===== config.mk =====
export PLATFORM = sky130hd
export DESIGN_NAME = buffered_serial_transmitter_flat
export DESIGN_NICKNAME = d
export VERILOG_FILES = /design/src/rtl/buffered_serial_transmitter_if.sv /design/src/rtl/buffered_serial_transmitter.sv /design/src/flat_wrapper.sv
export SDC_FILE = /design/constraint.sdc
export NUM_CORES = 1
export LEC_CHECK = 0
export ABC_CLOCK_PERIOD_IN_PS = 7500
export CORE_MARGIN = 8
export CORE_UTILIZATION = 40
export CTS_CLUSTER_SIZE = 12
export DETAILED_ROUTE_END_ITERATION = 6
export SLEW_MARGIN = 20
export SYNTH_ARGS = -nofsm -noshare
export SYNTH_HDL_FRONTEND = slang
export SYNTH_SLANG_ARGS = --single-unit

===== constraint.sdc =====
create_clock -name clock -period 7.5 [get_ports clock]
set_input_delay 1.875 -clock clock [delete_from_list [all_inputs] [get_ports clock]]
set_output_delay 1.875 -clock clock [all_outputs]
set_load 0.05 [all_outputs]

===== src/rtl/buffered_serial_transmitter_if.sv =====
// Write-side interface of buffered_serial_transmitter: push handshake plus FIFO status.
// The producer holds the master modport, the transmitter the slave modport.
interface buffered_serial_transmitter_if #(
  parameter int WORD_SIZE = 4,
  parameter int DEPTH     = 8
) ();
  localparam int LEVEL_W = $clog2(DEPTH + 1);

  logic                 write_enable;
  logic [WORD_SIZE-1:0] data_in;
  logic                 clear_overflow;
  logic                 full;
  logic                 empty;
  logic [LEVEL_W-1:0]   level;
  logic                 overflow;

  modport master (
    output write_enable, data_in, clear_overflow,
    input  full, empty, level, overflow
  );

  modport slave (
    input  write_enable, data_in, clear_overflow,
    output full, empty, level, overflow
  );
endinterface


===== src/rtl/buffered_serial_transmitter.sv =====
// FIFO-buffered UART-style framer: start bit, WORD_SIZE data bits LSB first, stop bit.
// Define BST_PARITY_EN to insert an even parity bit between the data and stop bits.
module buffered_serial_transmitter #(
  parameter int WORD_SIZE    = 4,
  parameter int DEPTH        = 8,
  parameter int CLKS_PER_BIT = 16
) (
  input  logic                         clock,
  input  logic                         reset_n,
  buffered_serial_transmitter_if.slave wr,
  output logic                         busy,
  output logic                         tx
);
  localparam int PTR_W   = $clog2(DEPTH);
  localparam int LEVEL_W = $clog2(DEPTH + 1);
  localparam int TMR_W   = $clog2(CLKS_PER_BIT);
  localparam int CNT_W   = $clog2(WORD_SIZE + 1);
  localparam logic [LEVEL_W-1:0] FULL_LEVEL = LEVEL_W'(DEPTH);
  localparam logic [TMR_W-1:0]   LAST_TICK  = TMR_W'(CLKS_PER_BIT - 1);
  localparam logic [CNT_W-1:0]   LAST_BIT   = CNT_W'(WORD_SIZE - 1);

  typedef enum logic [2:0] {
    IDLE,
    LOAD,
    START,
    DATA,
`ifdef BST_PARITY_EN
    PARITY,
`endif
    STOP
  } state_t;

  logic [WORD_SIZE-1:0] mem [DEPTH];
  logic [PTR_W-1:0]     wr_ptr, rd_ptr;
  logic [LEVEL_W-1:0]   level_q;
  logic                 overflow_q;
  logic                 full_w, empty_w, push, pop;

  state_t               state, state_d;
  logic [TMR_W-1:0]     timer, timer_d;
  logic [CNT_W-1:0]     bit_cnt, bit_cnt_d;
  logic [WORD_SIZE-1:0] shift, shift_d;
  logic                 tx_d, bit_done;

`ifdef BST_PARITY_EN
  logic parity_q, parity_d;

  function automatic logic even_parity(input logic [WORD_SIZE-1:0] w);
    return ^w;
  endfunction
`endif

  assign full_w      = (level_q == FULL_LEVEL);
  assign empty_w     = (level_q == '0);
  assign push        = wr.write_enable && !full_w;
  assign pop         = (state == LOAD);
  assign wr.full     = full_w;
  assign wr.empty    = empty_w;
  assign wr.level    = level_q;
  assign wr.overflow = overflow_q;
  assign busy        = (state != IDLE);
  assign bit_done    = (timer == LAST_TICK);

  // FIFO control; full is the registered level, so a push while full drops even with a pop
  always_ff @(posedge clock or negedge reset_n) begin
    if (!reset_n) begin
      wr_ptr     <= '0;
      rd_ptr     <= '0;
      level_q    <= '0;
      overflow_q <= 1'b0;
    end else begin
      if (push) wr_ptr <= wr_ptr + 1'b1;
      if (pop)  rd_ptr <= rd_ptr + 1'b1;
      if (push && !pop)      level_q <= level_q + 1'b1;
      else if (!push && pop) level_q <= level_q - 1'b1;
      if (wr.clear_overflow)                 overflow_q <= 1'b0;
      else if (wr.write_enable && full_w)    overflow_q <= 1'b1;
    end
  end

  always_ff @(posedge clock) begin
    if (push) mem[wr_ptr] <= wr.data_in;
  end

  // Framer state register; tx is registered from the next-state value so it leads by no cycle
  always_ff @(posedge clock or negedge reset_n) begin
    if (!reset_n) begin
      state   <= IDLE;
      timer   <= '0;
      bit_cnt <= '0;
      tx      <= 1'b1;
    end else begin
      state   <= state_d;
      timer   <= timer_d;
      bit_cnt <= bit_cnt_d;
      tx      <= tx_d;
    end
  end

  always_ff @(posedge clock) begin
    shift    <= shift_d;
`ifdef BST_PARITY_EN
    parity_q <= parity_d;
`endif
  end

  always_comb begin
    state_d   = state;
    timer_d   = timer;
    bit_cnt_d = bit_cnt;
    shift_d   = shift;
`ifdef BST_PARITY_EN
    parity_d  = parity_q;
`endif
    case (state)
      IDLE: begin
        timer_d = '0;
        if (!empty_w) state_d = LOAD;
      end
      LOAD: begin
        shift_d   = mem[rd_ptr];
`ifdef BST_PARITY_EN
        parity_d  = even_parity(mem[rd_ptr]);
`endif
        timer_d   = '0;
        bit_cnt_d = '0;
        state_d   = START;
      end
      START: begin
        timer_d = timer + 1'b1;
        if (bit_done) begin
          timer_d = '0;
          state_d = DATA;
        end
      end
      DATA: begin
        timer_d = timer + 1'b1;
        if (bit_done) begin
          timer_d = '0;
          shift_d = shift >> 1;
          if (bit_cnt == LAST_BIT) begin
`ifdef BST_PARITY_EN
            state_d = PARITY;
`else
            state_d = STOP;
`endif
          end else begin
            bit_cnt_d = bit_cnt + 1'b1;
          end
        end
      end
`ifdef BST_PARITY_EN
      PARITY: begin
        timer_d = timer + 1'b1;
        if (bit_done) begin
          timer_d = '0;
          state_d = STOP;
        end
      end
`endif
      STOP: begin
        timer_d = timer + 1'b1;
        if (bit_done) begin
          timer_d = '0;
          state_d = IDLE;
        end
      end
      default: state_d = IDLE;
    endcase

    tx_d = 1'b1;
    case (state_d)
      START:   tx_d = 1'b0;
      DATA:    tx_d = shift_d[0];
`ifdef BST_PARITY_EN
      PARITY:  tx_d = parity_d;
`endif
      default: tx_d = 1'b1;
    endcase
  end
endmodule


===== src/flat_wrapper.sv =====
// flat-port wrapper written by rule: the top's interface ports become plain ports
module buffered_serial_transmitter_flat 
#(
  parameter int WORD_SIZE    = 4,
  parameter int DEPTH        = 8,
  parameter int CLKS_PER_BIT = 16
)
  (clock, reset_n, busy, tx, wr_write_enable, wr_data_in, wr_clear_overflow, wr_full, wr_empty, wr_level, wr_overflow);
  buffered_serial_transmitter_if #(.WORD_SIZE(WORD_SIZE), .DEPTH(DEPTH)) wr_i ();
  input  logic clock;
  input  logic reset_n;
  output logic busy;
  output logic tx;
  input wire logic [$bits(wr_i.write_enable)-1:0] wr_write_enable;
  input wire logic [$bits(wr_i.data_in)-1:0] wr_data_in;
  input wire logic [$bits(wr_i.clear_overflow)-1:0] wr_clear_overflow;
  output wire logic [$bits(wr_i.full)-1:0] wr_full;
  output wire logic [$bits(wr_i.empty)-1:0] wr_empty;
  output wire logic [$bits(wr_i.level)-1:0] wr_level;
  output wire logic [$bits(wr_i.overflow)-1:0] wr_overflow;
  assign wr_i.write_enable = wr_write_enable;
  assign wr_i.data_in = wr_data_in;
  assign wr_i.clear_overflow = wr_clear_overflow;
  assign wr_full = wr_i.full;
  assign wr_empty = wr_i.empty;
  assign wr_level = wr_i.level;
  assign wr_overflow = wr_i.overflow;
  buffered_serial_transmitter #(.WORD_SIZE(WORD_SIZE), .DEPTH(DEPTH), .CLKS_PER_BIT(CLKS_PER_BIT)) u_core (.clock(clock), .reset_n(reset_n), .wr(wr_i), .busy(busy), .tx(tx));
endmodule

# Word level (Yosys, flattened, before mapping)
# Memories as Yosys holds them, arrays and structs flattened.
# Index checks and enable logic that the tools add are counted.
# Widths: inputs -> output; s select.
[totals]
reg_bits = 26
latchBits = 0
mem_bits_rw = 32
rom_bits = 0
in_bits = 8
output_inout_bits = 9
mem_count = 1
[memory_table]
columns = ["name", "depth", "width", "read_ports", "rd_ports_with_merged_regs", "write_ports", "line_no", "source"]
rows = [
  ["u_core.mem", 8, 4, 1, 0, 1, "buffered_serial_transmitter.sv:33", "logic [WORD_SIZE-1:0] mem [DEPTH];"],
]
[classes]
add_sub_neg = 6
multipliers = 0
div_mod_pow = 0
magnitude_cmp = 0
n_eq_ne = 11
n_shift = 0
muxes = 20
bitwise_logic = 0
n_reduce_logical = 18
[ops]
columns = ["operator", "n"]
rows = [
  ["$mux 3", 7],
  ["$mux 4", 4],
  ["$pmux 4 s2", 2],
  ["$eq 3x2->1 const B", 5],
  ["$pmux 3 s5", 1],
  ["$add 3x1->3 const B", 3],
  ["$add 4x1->4 const B", 2],
  ["$eq 4x4->1 const B", 2],
  ["$reduce_bool 2->1", 4],
  ["$pmux 3 s2", 1],
  ["$logic_and 1x1->1", 4],
  ["$logic_not 4->1", 1],
  ["$mux 1", 4],
  ["$sub 4x1->4 const B", 1],
  ["$eq 3x1->1 const B", 1],
  ["$eq 3x3->1 const B", 1],
  ["$logic_not 1->1", 3],
  ["$logic_not 3->1", 1],
  ["$reduce_and 3->1", 1],
  ["$reduce_bool 3->1", 1],
  ["$reduce_or 3->1", 1],
  ["$ne 2x1->1 const B", 1],
  ["$ne 2x2->1 const B", 1],
  ["$pmux 1 s2", 1],
  ["2 further kinds", 2],
]

# Depth between registers and ports, before layout
# Gate-level depths: netlist of run 1.
[depth]
ltp_word = 7
depth_mapped = 12
depth_no_buf = 10

# Worst setup path before layout of run 1
# Ideal clock, no wire load.
[synth_timing]
path_type = "reg2out"
startpoint = "register u_core.level_q[0] (netlist: u_core.wr.level[0])"
endpoint = "output port wr_full"
t_arrival_ns = 2.460
slack_ns = 3.165
stages_incl_launch_ff = 2
cell_sequence = "dfrtp_1 nor4b_1"
[synth_between]
elab_chain_cells = 1
[synth_rtl]
columns = ["item", "line_no", "source"]
rows = [
  ["start, declared", "buffered_serial_transmitter.sv:35", "logic [LEVEL_W-1:0] level_q;"],
  ["start signal, assigned", "buffered_serial_transmitter.sv:74", "if (push && !pop) level_q <= level_q + 1'b1;"],
  ["start signal, assigned", "buffered_serial_transmitter.sv:75", "else if (!push && pop) level_q <= level_q - 1'b1;"],
  ["$eq 4x4->1", "buffered_serial_transmitter.sv:53", "assign full_w = (level_q == FULL_LEVEL);"],
  ["end, declared", "flat_wrapper.sv:17", "output wire logic [$bits(wr_i.full)-1:0] wr_full;"],
]
# Every way passes these cells.

# Worst setup path after layout of run 1
[layout_timing]
startpoint = "register u_core.level_q[0] (netlist: u_core.wr.level[0])"
endpoint = "output port wr_empty"
[layout_between]
elab_chain_cells = 1
[layout_rtl]
columns = ["item", "line_no", "source"]
rows = [
  ["$logic_not 4->1", "buffered_serial_transmitter.sv:54", "assign empty_w = (level_q == '0);"],
  ["end, declared", "flat_wrapper.sv:18", "output wire logic [$bits(wr_i.empty)-1:0] wr_empty;"],
]
# Every way passes these cells.

==> flow_results.org, run 1 <==
** Run status
- Run status :: finished, final reports clean

** Detailed routing
- Final Routed Wirelength :: roughly 4600 um
- Detailed-router iteration count before antenna repair :: 4
- Vias/cell :: roughly 5.3
- Once detail routing completed, the nets flagged for antenna violations numbered 0.
- Dividing the detail-routed wire length by the instance count gives 15.5 um.
- DRC violation total after the first TritonRoute iteration :: 59
- For this block, the via count after detailed routing is about 1600.
- Number of remaining DRC errors :: 0

** Final layout
- Most common cell after layout, fill and taps aside :: sky130_fd_sc_hd__edfxtp_1
- The repair_antennas step left the layout with diodes totalling 0.
- Commonest cells after routing, fill and taps aside :: sky130_fd_sc_hd__edfxtp_1 (35), sky130_fd_sc_hd__dfrtp_1 (21), sky130_fd_sc_hd__nand2_1 (17)
- Final Net Count :: 231
- The area growth from synthesis to layout is 14.0%.
- Fraction of layout cells with a size suffix above 1 :: 0.100

** Global route
- Summed over all layers, the global routing overflow is 0.
- The number of global-route vias before repair was 1548.
- Entering global routing, the biggest net connects 23 pins.
- The first global-routing pass estimated ~7700 um of wire.
- In the global route stage, overall resource usage came out at 0.102.
- Number of antenna violations at the first check in global routing :: 0

** Power
- The worst-case IR drop observed on VDD is 188 uV.
- For this design the ratio of total power to cell area is approximately 390 nW/um2.
- Leakage Power :: 0.00113 uW

** Placement
- Count of input and output buffers :: 16
- Detailed placement ended at an HPWL of 3120 um.
- Routability-driven placement finished with a final weighted congestion of between 0.7 and 0.8.

** Floorplan
- Initial core utilization :: 0.417
- In this run the vertical extent of the chip is between 90 and 100 um.
- The floorplan has 29 rows.
- Core region area :: 6390 um2
- I/O pin count :: 17
- The die is about 98 um wide.
- Total die area :: 9520 um2

** Yosys
- For this run, the number of Yosys warnings is 0.
- The synthesized netlist contains 42 unique library cells.
- After synthesis, the share of cell area in mux cells is 0.107.
- By area, the combinational part of the netlist is dominated by simple AND/OR/NAND/NOR gates.
- Nets in the synthesized netlist :: 213
- Top flip-flop cell by instance count after synthesis :: sky130_fd_sc_hd__edfxtp_1
- The mapped netlist covers ~2700 um2.
- XOR/XNOR Fraction of Synth Area :: 0.0263
- Fraction of synthesis flops using an asynchronous set or reset pin :: 0.379
- Of the synthesized area, sequential elements account for 0.609.
- Synthesis handed over a netlist of 196 instances.
- Yosys reg bits :: a little under 60
- Adder-cell share of the synthesized area :: 0.0451
- Post-Synth Simple-Gate Area :: 0.112
- Post-Synthesis Mean Instance Area :: 13.6 um2
- Number of enable flip-flop cells after synthesis :: 35
- Compound-gate portion of the synthesized area :: 0.0719

** Clock tree
- CTS built an H-tree with a depth of 3.
- Number of clock buffers inserted by TritonCTS :: 9
- TritonCTS built the clock tree.
- The number of gates resized after CTS was 0.
- Total number of clock tree sinks :: 58
- Clock latency on the worst-skew pair :: between 300 and 400 ps
- After clock tree synthesis, the flow added hold-fix buffers numbering 0.
- Setup Buffers After CTS :: 0
- Reg clk slew, reported paths :: 70 ps
- CTS placed an instance of sky130_fd_sc_hd__clkbuf_8 at the clock tree root.
- Counting along the longest clock path gives a buffer depth of 2.

** Setup path
- Worst setup path end :: wr_empty
- Worst setup startpoint :: u_core.wr.level[0]
- In this run the worst path has a maximum fanout of 6.
- STA classifies the critical path endpoint as an output pin.
- Worst R2R Start :: u_core.wr.level[0]
- The worst setup path is launched from a register.
- At the worst endpoint, the arrival time is 2190 ps.
- Slack of the worst reg-to-reg path :: 4730 ps
- Setup Crit Path Kind :: reg2out
- Data required time at the worst endpoint :: 5620 ps
- The number of cells on the worst reg-to-reg path is 10.
- In this run the critical register-to-register path is captured at u_core.wr.level[3].

** Timing
- Measured against its own limit, the worst slew margin works out to 0.390.
- In the final timing run, aggregate negative setup slack is 0 ps.
- Unrepaired setup endpoints after global routing :: no
- Final hold violation count :: 0
- Setup violations remaining at the end of the flow were counted as 0.
- The max-slew violation count was 0.
- Of the available clock period, the critical path in the final layout requires 0.542.
- Subtracting the final worst setup slack from the clock period gives roughly 4100 ps.
- Highest clock rate :: 246 MHz
- Worst Max-Slew Pin Slew :: 906 ps
- Hold slack :: 502 ps
- Clock Skews :: 10.6 ps

** Job
- Max_cap viols :: 0

** Worst hold path
- In this run the worst hold path is classified as reg2reg.
## stage by stage
stage	power (uW)	instance area [um2]	utilization	instances	setup WS, ps
5_1_grt	1270	3030	0.475	296	3230
3_5_place_dp	947	2870	0.449	280	3460
2_1_floorplan	842	2660	-	196	3170
3_3_place_gp	938	2870	0.449	280	3520
4_1_cts	1200	3040	0.476	296	3380
6_report	1180	3030	0.475	296	3430
## power breakdown
part / internal, uW / total [uW] / switching, uW
Combinational: 194 / 415 / 221
Sequential: 426 / 522 / 96.1
Clock: 118 / 244 / 126
Total: 738 / 1180 / 444
## Yosys cell counts (6+ instances only)
cell type                  count  area share
sky130_fd_sc_hd__a22o_1        7       0.023
sky130_fd_sc_hd__dfrtp_1      21        0.20
sky130_fd_sc_hd__edfxtp_1     35        0.39
sky130_fd_sc_hd__ha_1          8       0.038
sky130_fd_sc_hd__inv_1         7      0.0099
sky130_fd_sc_hd__mux2i_1       7       0.026
sky130_fd_sc_hd__mux4_1        6       0.059
sky130_fd_sc_hd__nand2_1      17       0.024
sky130_fd_sc_hd__nor2_1       15       0.021
sky130_fd_sc_hd__nor3_1        7       0.013
sky130_fd_sc_hd__o21ai_0       8       0.015
sky130_fd_sc_hd__xnor2_1       7       0.023
## sequential cells by signal, summed over array words and instances, names as in the netlist
name and flops:
u_core.wr.overflow 1, u_core.wr.level 4, u_core.shift 4, u_core.state 3
u_core.bit_cnt 3, u_core.rd_ptr 3, u_core.tx 1, u_core.timer 4
u_core.wr_ptr 3, u_core.mem 32
## kinds of logic (layout without fill, tap and decap cells)
family,count (synthesis),count (layout)
XOR/XNOR,8,8
multiplexers,17,17
buffers and inverters,16,39
AND/OR/NAND/NOR,61,61
adder cells (fa/ha/maj),9,9
AO/OA/AOI/OAI,27,27
flip-flops,58,58
## final cells by class
type	count	area, um2
clock buffer	9	124
clock inverter	7	45.0
tap	77	96.3
fill	566	3350
sequential	58	1620
inverter	7	26.3
multi-input combinational	122	965
timing repair buffer	16	155
## how the worst min path moves through the flow
| stage | from | endpoint | slack (ps) | cells after the start |
|---|---|---|---|---|
| final | u_core.shift[0] | u_core.shift[0] | 500 | 2 |
| after global routing | u_core.bit_cnt[2] | u_core.bit_cnt[2] | 550 | 1 |
| after CTS | u_core.shift[0] | u_core.shift[0] | 510 | 2 |
| after detailed placement | u_core.shift[0] | u_core.shift[0] | 490 | 2 |
| after global placement | u_core.shift[0] | u_core.shift[0] | 490 | 2 |
| after floorplan | u_core.shift[0] | u_core.shift[0] | 470 | 2 |
## worst max-delay path, stage by stage (launching register included)
cell	delay [ps]
sky130_fd_sc_hd__dfrtp_1	460
sky130_fd_sc_hd__nor4_1	500
sky130_fd_sc_hd__clkdlybuf4s50_1	900
## metal layers
layer  vias up  track usage  part of all wire
li1        774            -                 -
met1       772        0.128              0.49
met2        17        0.147              0.47
met3         2       0.0398             0.033
met4         0       0.0524            0.0078
met5         -            0                 0
Note: power is estimated with default switching activity, not from simulation.
==> run 2: changes to the inputs <==
--- a/config.mk
+++ b/config.mk
@@ -5,7 +5,7 @@
 export SDC_FILE = /design/constraint.sdc
 export NUM_CORES = 1
 export LEC_CHECK = 0
-export ABC_CLOCK_PERIOD_IN_PS = 7500
+export ABC_CLOCK_PERIOD_IN_PS = 3600
 export CORE_MARGIN = 8
 export CORE_UTILIZATION = 40
 export CTS_CLUSTER_SIZE = 12
==> constraint.sdc (replaced) <==
create_clock -name clock -period 3.6 [get_ports clock]
set_input_delay 0.9 -clock clock [delete_from_list [all_inputs] [get_ports clock]]
set_output_delay 0.9 -clock clock [all_outputs]
set_load 0.05 [all_outputs]
==> run 2 against run 1 <==
Net effect:
- die area did not move
- via count fell by 0.32%
- final cell count rose by 0.68%
- worst setup slack got worse by 2800 ps
==> flow_results.org, run 2 (same netlist as run 1, synthesis figures left out) <==
** Setup path
- The setup check on the worst reg-to-reg path leaves a slack of 840 ps.
- Worst R2R Start :: u_core.state[2]
- For the worst setup path, the data arrival time is roughly 2000 ps.
- In this run the worst path has a maximum fanout of 6.
- STA classifies the critical path endpoint as an output pin.
- Worst reg2reg endpoint :: u_core.wr.level[3]
- Nature of the critical path startpoint :: register
- The worst setup path is of the reg2out kind.
- The number of cells on the worst reg-to-reg path is 10.
- Data required time at the worst endpoint :: 2700 ps

** Global route
- Total global routing track utilization :: 0.0995
- The number of global-route vias before repair was 1546.
- The first global-routing pass estimated 7560 um of wire.
- Maximum number of pins on one net before global-route repair :: 23
- For this run the aggregate overflow at the end of global routing stands at 0.
- Number of antenna violations at the first check in global routing :: 0

** Final layout
- Number of antenna cells inserted :: 0
- The library cell used most frequently in the layout, excluding fill and tap cells, is sky130_fd_sc_hd__edfxtp_1.
- The register with the most flip-flops in the layout has 32 of them.
- Largest reg by FF count :: u_core.mem
- Sequential cell area :: 1620 um2
- The top cell types in the final layout, fill and taps aside, are sky130_fd_sc_hd__edfxtp_1 (35), sky130_fd_sc_hd__dfrtp_1 (21), sky130_fd_sc_hd__nand2_1 (17).
- In the final layout, the share of cells above drive strength 1 is 0.104.
- Counting the fill cells in the layout gives 555.
- Relative area change from synthesis to final layout :: 16.6%
- Area of the multi-input gates :: 971 um2
- Final Net Count :: 234
- Once layout is complete, the utilization of the core stands at 0.486.

** Worst hold path
- The startpoint identified for the worst hold timing path is u_core.shift[0].
- The worst hold path belongs to the class reg2reg.
- Hold Path Sink :: u_core.shift[0]
- The worst hold path was traced through 2 stages.

** Clock tree
- In this run the clock root is driven by a sky130_fd_sc_hd__clkbuf_8.
- Deepest level of the CTS H-tree :: 3
- Clock latency on the worst-skew pair :: 330 ps
- Reg clk slew, reported paths :: 60 ps
- The tree built by TritonCTS fans out to 58 sinks.
- Clock tree synthesis inserted a total of 9 buffers.
- Post-cts resize count :: 0
- Buffers added to address setup during post-CTS repair amount to 0.
- Clock tree buffer depth :: 2
- The number of hold buffers added after CTS was 0.
- TritonCTS clock tree :: yes

** Timing
- Worst relative slew slack :: 0.544
- Of the available clock period, the critical path in the final layout requires 0.823.
- For the pin with the worst max-slew slack, the measured transition is between 600 and 700 ps.
- On the final layout, the worst clock skew is 8.91 ps.
- Setup violations remaining at the end of the flow were counted as 0.
- Unrepaired setup endpoints after global routing :: no
- Total negative slack for setup checks :: 0 ps
- Hold slack :: between 500 and 600 ps
- Highest clock rate :: approximately 340 MHz
- The number of hold-slack violations in the final timing report came to 0.
- The routed design could run at a clock period as short as 2960 ps.
- The max-slew violation count was 0.

** Floorplan
- Row Count :: 29
- The floorplan step set the die width to 97.6 um.
- Core region area :: 6390 um2
- I/O pin count :: 17
- The die is 97.6 um tall.
- The floorplan step defined a die boundary enclosing 9520 um2.
- Initial core utilization :: 0.417

** Job
- Max_cap viols :: 0

** Placement
- The count of buffers added on input and output ports is 16.
- Detailed placer's ending HPWL :: 3070 um
- Final RePlAce weighted congestion :: 0.750

** Detailed routing
- Wire length per cell :: 14.6 um
- Number of remaining DRC errors :: 0
- The detail route stage leaves a number of antenna-violating nets equal to 0.
- Dividing the detail-routed via count by the number of cells gives 5.23.
- The first routing iteration left 67 violations.
- The detailed router placed roughly 1600 vias in this run.
- The first detailed-routing pass took 4 iterations.
- Final Routed Wirelength :: 4360 um

** Power
- Leakage Power :: 0.00116 uW
- Power density over the cells :: approximately 830 nW/um2
- Worst vdd rail ir drop :: between 500 and 600 uV

** Run status
- The run finished with clean final reports.
-- run 2: final cells by class --
cell class              instances  share of cell area
multi-input cells             122               0.313
clock inverters                 6              0.0266
inverters                       7             0.00846
flip-flops and latches         58               0.523
repair buffers                 19              0.0588
clock buffers                   9              0.0399
well taps                      77              0.0310
-- run 2: critical path, stage by stage (launching register included) --
cell and delay, ps:
sky130_fd_sc_hd__dfrtp_1 470, sky130_fd_sc_hd__nor4_1 400, sky130_fd_sc_hd__clkdlybuf4s50_1 880
-- run 2: power breakdown --
part / switching (uW) / internal, uW / leakage (uW)
clock network: 246 / 381 / 0.0000964
registers: 197 / 888 / 0.000578
logic: 457 / 410 / 0.000485
total: 901 / 1680 / 0.00116
-- run 2: metrics by stage --
stage          total power [uW]  instances  cell area, um2  worst slack (ps)
6_report                   2580        298            3110               636
5_1_grt                    2760        298            3110               480
4_1_cts                    2610        298            3110               587
3_5_place_dp               1980        283            2900               555
3_3_place_gp               1960        283            2900               596
2_1_floorplan              1760        196            2670               183
-- run 2: worst max path at each step --
stage | from | endpoint | slack, ps | depth (start not counted)
after floorplan | u_core.wr.level[1] | u_core.wr.level[3] | 180 | 11
after global placement | wr_write_enable | u_core.wr.level[3] | 600 | 10
after detailed placement | wr_write_enable | u_core.wr.level[3] | 550 | 10
after CTS | u_core.wr.level[0] | wr_empty | 590 | 2
after global routing | u_core.wr.level[0] | wr_empty | 480 | 2
final | u_core.wr.level[0] | wr_empty | 640 | 2
-- run 2: layer usage --
layer / up-vias / global-route usage / share of wire
met3: 7 / 0.0356 / 0.036
met4: 0 / 0.0513 / 0.016
met2: 31 / 0.150 / 0.48
li1: 778 / - / -
met5: - / 0 / 0
met1: 744 / 0.122 / 0.47
